===== src/rtl/alu_pkg.sv =====
// Shared types for multicycle_alu: opcodes, FSM states, flag register layout
// and the encoding of shift kinds handed to the iterative unit.
package alu_pkg;

    typedef enum logic [3:0] {
        OP_ADD   = 4'd0,
        OP_SUB   = 4'd1,
        OP_AND   = 4'd2,
        OP_OR    = 4'd3,
        OP_XOR   = 4'd4,
        OP_CMP   = 4'd5,
        OP_MOV   = 4'd6,
        OP_RSV7  = 4'd7,
        OP_SLL   = 4'd8,
        OP_ROL   = 4'd9,
        OP_SRL   = 4'd10,
        OP_SRA   = 4'd11,
        OP_MUL   = 4'd12,
        OP_RSV13 = 4'd13,
        OP_RSV14 = 4'd14,
        OP_HLT   = 4'd15
    } opcode_t;

    typedef enum logic [1:0] {
        ST_IDLE,
        ST_SHIFT,
        ST_MUL,
        ST_DONE
    } state_t;

    typedef struct packed {
        logic s;
        logic z;
        logic c;
        logic v;
    } flags_t;

    // Shift kinds are the low two opcode bits of the 8..11 group.
    localparam logic [1:0] SH_SLL = 2'b00;
    localparam logic [1:0] SH_ROL = 2'b01;
    localparam logic [1:0] SH_SRL = 2'b10;
    localparam logic [1:0] SH_SRA = 2'b11;

    function automatic logic is_shift_op(input opcode_t op);
        return op[3:2] == 2'b10;
    endfunction

endpackage


===== src/rtl/alu_iter_unit.sv =====
// Iterative one-bit-per-cycle shifter, plus a shift-add multiplier when
// MULTICYCLE_ALU_MUL_EN is defined. done is high during the final iteration.
module alu_iter_unit
    import alu_pkg::*;
#(
    parameter int WIDTH = 16,
    parameter int SHW   = $clog2(WIDTH)
) (
    input  logic             clk,
    input  logic             rst,
    input  logic             start_shift,
    input  logic [1:0]       shift_kind,
    input  logic [SHW-1:0]   amount,
    input  logic [WIDTH-1:0] shift_src,
`ifdef MULTICYCLE_ALU_MUL_EN
    input  logic             start_mul,
    input  logic [WIDTH-1:0] mul_a,
    input  logic [WIDTH-1:0] mul_b,
    output logic             high_nonzero,
`endif
    output logic [WIDTH-1:0] result,
    output logic             last_out,
    output logic             done
);

    localparam int CW = $clog2(WIDTH + 1);

    logic             busy;
    logic [CW-1:0]    count;
    logic [1:0]       kind;
    logic [WIDTH-1:0] part;
    logic             last_bit;
    logic [WIDTH-1:0] step_part;
    logic             step_last;
`ifdef MULTICYCLE_ALU_MUL_EN
    logic             is_mul;
    logic [WIDTH-1:0] hi;
    logic [WIDTH-1:0] mcand;
    logic [WIDTH-1:0] step_hi;
    logic [WIDTH:0]   sum;
`endif

    // Value of the partial result after the current iteration; the final
    // iteration's value is exported so the caller can capture it on that edge.
    always_comb begin
        step_part = part;
        step_last = last_bit;
`ifdef MULTICYCLE_ALU_MUL_EN
        step_hi = hi;
        sum     = {1'b0, hi} + (part[0] ? {1'b0, mcand} : '0);
        if (is_mul) begin
            step_hi   = sum[WIDTH:1];
            step_part = {sum[0], part[WIDTH-1:1]};
        end else
`endif
        begin
            case (kind)
                SH_SLL: begin
                    step_part = {part[WIDTH-2:0], 1'b0};
                    step_last = part[WIDTH-1];
                end
                SH_ROL: begin
                    step_part = {part[WIDTH-2:0], part[WIDTH-1]};
                    step_last = part[WIDTH-1];
                end
                SH_SRL: begin
                    step_part = {1'b0, part[WIDTH-1:1]};
                    step_last = part[0];
                end
                default: begin
                    step_part = {part[WIDTH-1], part[WIDTH-1:1]};
                    step_last = part[0];
                end
            endcase
        end
    end

    assign done     = busy && (count == CW'(1));
    assign result   = step_part;
    assign last_out = step_last;
`ifdef MULTICYCLE_ALU_MUL_EN
    assign high_nonzero = |step_hi;
`endif

    always_ff @(posedge clk) begin
        if (rst) begin
            busy     <= 1'b0;
            count    <= '0;
            kind     <= SH_SLL;
            part     <= '0;
            last_bit <= 1'b0;
`ifdef MULTICYCLE_ALU_MUL_EN
            is_mul   <= 1'b0;
            hi       <= '0;
            mcand    <= '0;
`endif
        end else if (start_shift) begin
            busy     <= 1'b1;
            count    <= CW'(amount);
            kind     <= shift_kind;
            part     <= shift_src;
            last_bit <= 1'b0;
`ifdef MULTICYCLE_ALU_MUL_EN
            is_mul   <= 1'b0;
        end else if (start_mul) begin
            busy     <= 1'b1;
            is_mul   <= 1'b1;
            count    <= CW'(WIDTH);
            part     <= mul_b;
            hi       <= '0;
            mcand    <= mul_a;
            last_bit <= 1'b0;
`endif
        end else if (busy) begin
            part     <= step_part;
            last_bit <= step_last;
            count    <= count - 1'b1;
`ifdef MULTICYCLE_ALU_MUL_EN
            hi       <= step_hi;
`endif
            if (done) begin
                busy <= 1'b0;
            end
        end
    end

endmodule


===== src/rtl/multicycle_alu.sv =====
// Handshaked multicycle ALU: single-cycle arithmetic/logic, iterative shifts,
// and an iterative multiplier when MULTICYCLE_ALU_MUL_EN is defined.
module multicycle_alu
    import alu_pkg::*;
#(
    parameter int WIDTH = 16,
    parameter int SHW   = $clog2(WIDTH)
) (
    input  logic             clk,
    input  logic             rst,
    input  logic             in_valid,
    output logic             in_ready,
    input  logic [3:0]       opcode,
    input  logic [WIDTH-1:0] in1,
    input  logic [WIDTH-1:0] in2,
    input  logic [SHW-1:0]   d,
    output logic             out_valid,
    input  logic             out_ready,
    output logic [WIDTH-1:0] out,
    output logic             S,
    output logic             Z,
    output logic             C,
    output logic             V,
    output logic             HLT
);

    state_t           state;
    state_t           next_state;
    opcode_t          op;
    flags_t           flags;
    flags_t           sc_flags;
    flags_t           iter_flags;
    logic [WIDTH-1:0] out_reg;
    logic [WIDTH-1:0] sc_out;
    logic [WIDTH-1:0] sz_src;
    logic [WIDTH:0]   sum;
    logic [WIDTH:0]   diff;
    logic             sc_flag_we;
    logic             hlt_reg;
    logic             accept;
    logic             start_shift;
    logic [WIDTH-1:0] iter_result;
    logic             iter_last;
    logic             iter_done;
`ifdef MULTICYCLE_ALU_MUL_EN
    logic             start_mul;
    logic             iter_hi_nz;
`endif

    assign op        = opcode_t'(opcode);
    assign in_ready  = (state == ST_IDLE) && !hlt_reg;
    assign accept    = in_valid && in_ready;
    assign out_valid = (state == ST_DONE);
    assign out       = out_reg;
    assign S         = flags.s;
    assign Z         = flags.z;
    assign C         = flags.c;
    assign V         = flags.v;
    assign HLT       = hlt_reg;

    assign sum  = {1'b0, in1} + {1'b0, in2};
    assign diff = {1'b0, in1} - {1'b0, in2};

    // Single-cycle results; shifts reach here only with d = 0, and every
    // opcode without an architectural result leaves the flags untouched.
    always_comb begin
        sc_out     = '0;
        sc_flag_we = 1'b1;
        sc_flags   = '0;
        case (op)
            OP_ADD: begin
                sc_out     = sum[WIDTH-1:0];
                sc_flags.c = sum[WIDTH];
                sc_flags.v = (in1[WIDTH-1] == in2[WIDTH-1]) && (sum[WIDTH-1] != in1[WIDTH-1]);
            end
            OP_SUB, OP_CMP: begin
                sc_out     = (op == OP_CMP) ? in1 : diff[WIDTH-1:0];
                sc_flags.c = diff[WIDTH];
                sc_flags.v = (in1[WIDTH-1] != in2[WIDTH-1]) && (diff[WIDTH-1] != in1[WIDTH-1]);
            end
            OP_AND: sc_out = in1 & in2;
            OP_OR:  sc_out = in1 | in2;
            OP_XOR: sc_out = in1 ^ in2;
            OP_MOV, OP_SLL, OP_ROL, OP_SRL, OP_SRA: sc_out = in2;
            default: sc_flag_we = 1'b0;
        endcase
        sz_src     = (op == OP_CMP) ? diff[WIDTH-1:0] : sc_out;
        sc_flags.s = sz_src[WIDTH-1];
        sc_flags.z = (sz_src == '0);
    end

    always_comb begin
        iter_flags   = '0;
        iter_flags.s = iter_result[WIDTH-1];
        iter_flags.z = (iter_result == '0);
        iter_flags.c = iter_last;
`ifdef MULTICYCLE_ALU_MUL_EN
        if (state == ST_MUL) begin
            iter_flags.c = iter_hi_nz;
            iter_flags.v = iter_hi_nz;
        end
`endif
    end

    always_comb begin
        next_state  = state;
        start_shift = 1'b0;
`ifdef MULTICYCLE_ALU_MUL_EN
        start_mul   = 1'b0;
`endif
        case (state)
            ST_IDLE: begin
                if (accept) begin
                    if (is_shift_op(op) && (d != '0)) begin
                        start_shift = 1'b1;
                        next_state  = ST_SHIFT;
                    end
`ifdef MULTICYCLE_ALU_MUL_EN
                    else if (op == OP_MUL) begin
                        start_mul  = 1'b1;
                        next_state = ST_MUL;
                    end
`endif
                    else begin
                        next_state = ST_DONE;
                    end
                end
            end
            ST_SHIFT, ST_MUL: begin
                if (iter_done) begin
                    next_state = ST_DONE;
                end
            end
            ST_DONE: begin
                if (out_ready) begin
                    next_state = ST_IDLE;
                end
            end
            default: next_state = ST_IDLE;
        endcase
    end

    always_ff @(posedge clk) begin
        if (rst) begin
            state   <= ST_IDLE;
            out_reg <= '0;
            flags   <= '0;
            hlt_reg <= 1'b0;
        end else begin
            state <= next_state;
            if (state == ST_IDLE && next_state == ST_DONE) begin
                out_reg <= sc_out;
                if (sc_flag_we) begin
                    flags <= sc_flags;
                end
                if (op == OP_HLT) begin
                    hlt_reg <= 1'b1;
                end
            end else if (iter_done && (state == ST_SHIFT || state == ST_MUL)) begin
                out_reg <= iter_result;
                flags   <= iter_flags;
            end
        end
    end

    alu_iter_unit #(
        .WIDTH (WIDTH),
        .SHW   (SHW)
    ) u_iter (
        .clk          (clk),
        .rst          (rst),
        .start_shift  (start_shift),
        .shift_kind   (opcode[1:0]),
        .amount       (d),
        .shift_src    (in2),
`ifdef MULTICYCLE_ALU_MUL_EN
        .start_mul    (start_mul),
        .mul_a        (in1),
        .mul_b        (in2),
        .high_nonzero (iter_hi_nz),
`endif
        .result       (iter_result),
        .last_out     (iter_last),
        .done         (iter_done)
    );

endmodule


===== config.mk =====
export PLATFORM = sky130hd
export DESIGN_NAME = multicycle_alu
export DESIGN_NICKNAME = d
export VERILOG_FILES = /design/src/rtl/alu_pkg.sv /design/src/rtl/alu_iter_unit.sv /design/src/rtl/multicycle_alu.sv
export SDC_FILE = /design/constraint.sdc
export NUM_CORES = 1
export LEC_CHECK = 0
export CORE_AREA = 4 4 121 123
export DETAILED_ROUTE_END_ITERATION = 10
export DIE_AREA = 0 0 125 127
export HOLD_SLACK_MARGIN = 0.15
export SLEW_MARGIN = 20
export SYNTH_ARGS = -nofsm -noshare
export SYNTH_HDL_FRONTEND = slang
export SYNTH_SLANG_ARGS = --single-unit

===== constraint.sdc =====
create_clock -name clk -period 6.2 [get_ports clk]
set_clock_uncertainty 0.15 [all_clocks]
set_input_delay 1.24 -clock clk [delete_from_list [all_inputs] [get_ports clk]]
set_output_delay 1.24 -clock clk [all_outputs]
set_load 0.02 [all_outputs]

* Word-level counts from Yosys, hierarchy flattened
Index checks and enable logic that the tools add are counted.
** Cells by class
- Reductions and logical operators :: 26
- Bitwise gates (word level) :: 3
- Eq/ne operators :: 24
- Muxes and demuxes :: 27
- Add/subtract/negate cells :: 3
** Operator list (number)
- $mux 16 :: 6
- $pmux 16 s6 :: 1
- $pmux 16 s3 :: 1
- $logic_not 16->1 :: 2
- $eq 4x4->1 const B :: 5
- $mux 4 :: 5
- $add 16x16->17 :: 1
- $sub 16x16->17 :: 1
- $and 16x16->16 :: 1
- $or 16x16->16 :: 1
- $xor 16x16->16 :: 1
- $eq 4x3->1 const B :: 3
- $reduce_or 11->1 :: 1
- $eq 2x2->1 const B :: 5
- $eq 4x2->1 const B :: 2
- $logic_and 1x1->1 :: 8
- $mux 1 :: 8
- $mux 2 :: 4
- $reduce_or 2->1 :: 4
- $pmux 2 s3 :: 1
- $eq 5x1->1 const B :: 1
- $reduce_or 5->1 :: 1
- $sub 5x1->5 const B :: 1
- $eq 2x1->1 const B :: 2
- other kinds (12) :: 17
** Word-level totals
- Output and inout bits :: 23
- Register bits after elaboration :: 47
- Logic and storage cells :: 95

* Depth between registers and ports, before layout
- Depth in word-level cells :: 9
- Mapped depth :: 13
- Depth with buffers taken out :: 13

* By module
From an unflattened synthesis, not the netlist that was laid out.
** Unflattened totals
- Cell total of the unflattened synthesis :: 774
- Area, all modules :: 5848.1 µm²
** By module, submodules not included
- multicycle_alu :: instances 1, cells each 618, area each 4399.2 µm²
- alu_iter_unit :: instances 1, cells each 156, area each 1448.9 µm²

* Least setup slack after synthesis
OpenSTA, ideal clock, no wires.
- Path kind :: input -> register
- Start point :: in in1[0]
- End point :: reg flags (netlist bit Z)
- Stages on the path :: 12
- Path buffers :: 0
- Arrival :: 4028 ps
- Data required time :: 5971 ps
- Setup slack :: 1943 ps
- Cell sequence :: ha_1 inv_1 fa_1 nor2b_1 o2111ai_1 a2111oi_0 nor2_1 o21ai_1 mux2i_1 nand4_1 or4b_1 a211oi_2
** Between the ends
- Cells in the longest elaborated chain, start to end :: 7
- Elaborated cells between the ends (all ways) :: 11
- Classes of those cells :: 2 x add/sub; 5 x mux; 3 x bitwise; 1 x reduce/logical
** Ends and longest elaborated chain
- from (decl) :: RTL line multicycle_alu.sv:14 : input logic [WIDTH-1:0] in1,
- $sub 16x16->17 :: RTL line multicycle_alu.sv:62 : assign diff = {1'b0, in1} - {1'b0, in2};
- $mux 16 :: RTL line multicycle_alu.sv:77 : sc_out = (op == OP_CMP) ? in1 : diff[WIDTH-1:0];
- $pmux 16 s6 :: RTL line multicycle_alu.sv:70 : case (op)
- $mux 16 * :: RTL line multicycle_alu.sv:87 : sz_src = (op == OP_CMP) ? diff[WIDTH-1:0] : sc_out;
- $logic_not 16->1 * :: RTL line multicycle_alu.sv:89 : sc_flags.z = (sz_src == '0);
- $mux 4 * :: RTL line multicycle_alu.sv:153 : if (sc_flag_we) begin
- $mux 4 * :: RTL line multicycle_alu.sv:151 : if (state == ST_IDLE && next_state == ST_DONE) begin
- to (signal assigned) :: RTL line multicycle_alu.sv:154 : flags <= sc_flags;
- to (signal assigned) :: RTL line multicycle_alu.sv:161 : flags <= iter_flags;
- to (decl) :: RTL line multicycle_alu.sv:30 : flags_t flags;
Mark *: on every way between the ends. The rest lies on a longest branch, timed or not. The select of a mux whose other input is x is not followed.
A chain may end at the register's enable or synchronous reset.

* Worst setup path in the final report
- Start point :: in in2[0]
- End point :: reg flags (netlist bit Z)
** Between the ends
- Cells in the longest elaborated chain, start to end :: 7
- Elaborated cells between the ends (all ways) :: 11
- Classes of those cells :: 2 x add/sub; 5 x mux; 3 x bitwise; 1 x reduce/logical
** Ends and longest elaborated chain
- from (decl) :: RTL line multicycle_alu.sv:15 : input logic [WIDTH-1:0] in2,
- $sub 16x16->17 :: RTL line multicycle_alu.sv:62
- $mux 16 :: RTL line multicycle_alu.sv:77
- $pmux 16 s6 :: RTL line multicycle_alu.sv:70
- $mux 16 * :: RTL line multicycle_alu.sv:87
- $logic_not 16->1 * :: RTL line multicycle_alu.sv:89
- $mux 4 * :: RTL line multicycle_alu.sv:153
- $mux 4 * :: RTL line multicycle_alu.sv:151
Marked as above.

==> metrics <==
Crit Path Class=in2reg; r2r worst-path depth=10; Layout Area Growth over Synthesis=17.4%; Clk Latency, worst-skew pair=0.29 ns; final wirelength=21500 um; sequential cell area fraction in the yosys report=0.165; switching portion of total power=0.401; setup tns final=0 ns; clock transition at the registers of the reported paths=0.07 ns; post-route setup slack=1.00 ns; drt first-iter violations=822; Top FF cell, synth=dfxtp_1; Synth Warn #=0; Tmin final=5.20 ns; antenna-violating nets left=0; die width=125 um; Power Density=211 nW/um2; I/O Buffers=66; Max-Cap Viols=0; main combinational cell family by area after synthesis=compound AO/OA/AOI/OAI gates; syn avg cell area=7.27 um2; Residual DRC=0; Lkg Pwr=2.63 nW; area share of the largest cell type after synthesis=0.165; hold_buf cts=0; Routed WL per cell=21.5 um; final hold viol count=0; cell count after placement=994; HPWL after DPL=16500 um; Post-synth top cells=nor2_1, a21oi_1, inv_1; ratio of cells with drive above 1 in the final layout=0.0645; Tot GR Track Use=0.264; Switch Pwr=0.000569 W; Hold Path Class=reg2reg; CP startpoint kind=input port; worst r2r dst=Z; Worst setup EP type=register; CTS resizes=0; Worst-Margin Slew=1.09 ns; R2R Path Start=u_iter.count[0]; outcome=finished, final reports clean; async set-reset flop share out of synthesis=0; Power Internal=0.000851 W; Simple-Gate Fraction of Synth Area=0.223; vias in the first global route=6030; Register-to-Register Setup Slack=3.07 ns; Comb pwr share=0.486; drt pass-1 iters=5; Die Area=15900 um2; grt ovf=0; multiplexer area fraction after synthesis=0.0551; vias post-DR=6243; Layout Nets=920; routability-driven placement congestion ratio=1.01; count leader, synth=nor2_1; Clk pwr share=0.246; area of the core=13700 um2; CTS tree=done; critical path peak fanout=6; Worst EP arrival=5.27 ns; clk sinks=47; initial antenna violation count=0; Worst Min Path Start=u_iter.kind[0]; CTS Buf Count=5; fin crit share=0.839; worst hold endpoint=u_iter.kind[0]; n_diodes=0; CP required=6.27 ns; largest net degree at the start of global routing=42; sequential power share=0.268; net count of the mapped netlist=885; FMAX=192 MHz; Slew Viols, Final=0; Compound-Gate Fraction of Synth Area=0.330; maximum vdd drop=0.103 mV; worst rel slew slack=0.271; Initial Util=0.418; number of flops mapped to enable cells by yosys=0; final setup violation count=0; post-CTS setup buffer count=0; Min-Delay Path Depth=2; Synth Register Bits=47; adder-cell area share of the yosys netlist=0.123; H-tree Lvls=2; Die Y=127 um; RSZ-0062 raised after global routing=false; I/O pin count=67; post-route insts no fill=1002; CTS max path bufs=2; mapped cell area=5720 um2; Root Buffer=clkbuf_16; number of library cell types mapped by synthesis=87; Synth area leaders=dfxtp_1, ha_1, a21oi_1, nor2_1, mux2i_1; Cells after Synth=786; Post-Synth XOR/XNOR Area=0.0260; Synth area leader=dfxtp_1; Place WS=0.794 ns; # rows=43; Design Power=0.00142 W; first-pass GRT wire length=33800 um; DR vias/cell=6.23; Hold Slack=0.332 ns
[worst max-delay path: stages]
cell	delay [ns]
clkdlybuf4s50_1	0.59
ha_1	0.24
inv_1	0.07
fa_1	0.41
nor2b_1	0.18
o2111ai_1	0.20
a2111oi_0	0.70
buf_4	0.23
nor2_1	0.04
o21ai_1	0.21
mux2i_1	0.22
nand4_1	0.16
or4b_1	0.57
a211oi_2	0.19
[power groups by stage]
stage | clock (W) | sequential, W | combinational (W)
floorplan | 0 | 0.000400 | 0.000436
global placement | 0 | 0.000385 | 0.000673
detailed placement | 0 | 0.000386 | 0.000675
CTS | 0.000354 | 0.000380 | 0.000679
global route | 0.000363 | 0.000385 | 0.000748
finish | 0.000349 | 0.000380 | 0.000689
[worst max path at each step]
stage | from | to | slack (ns)
after floorplan | in1[0] | Z | 1.94
after global placement | in2[0] | Z | 0.86
after detailed placement | in2[0] | Z | 0.79
after CTS | in2[0] | Z | 1.08
after global routing | in2[0] | Z | 0.84
final | in2[0] | Z | 1.00
[cell usage in the layout (no fill, tap or decap), drive strengths merged, types with 8 or more instances in the layout]
master           n
o211ai          11
a21oi           92
nor2b           10
nand2b          16
buf             17
o21ai           25
mux2i           27
a21o            10
clkdlybuf4s50   66
inv             58
nand2           42
nand3           14
xnor2           13
nor4            11
a211oi          28
nor3            21
dfxtp           47
or3              8
ha              53
nor2           105
nand4            9
o31ai            8
[stage by stage]
stage | util | cell area [um2]
floorplan | - | 5720
global placement | 0.477 | 6520
detailed placement | 0.477 | 6520
CTS | 0.491 | 6710
global route | 0.491 | 6710
finish | 0.491 | 6710
[cell families after synthesis]
logic type | after synthesis
compound gates | 264
xor+xnor | 17
fa+ha+maj | 55
buf+inv | 113
flops | 47
mux | 31
simple gates | 259
[per-layer routing]
| metal | track usage | vias up | part of all wire |
|---|---|---|---|
| li1 | - | 2958 | - |
| met1 | 0.359 | 2981 | 0.45 |
| met2 | 0.433 | 272 | 0.46 |
| met3 | 0.0426 | 32 | 0.071 |
| met4 | 0.0823 | 0 | 0.023 |
| met5 | 0 | - | 0 |
[area by class of cell]
cell class / instances / area (um2)
multi-input cells: 626 / 4350
flip-flops and latches: 47 / 941
clock buffers: 6 / 129
clock inverters: 2 / 60.1
inverters: 58 / 218
well taps: 180 / 225
repair buffers: 83 / 788
fillers: 1380 / 6950
Power figures use the tool's default switching activity.
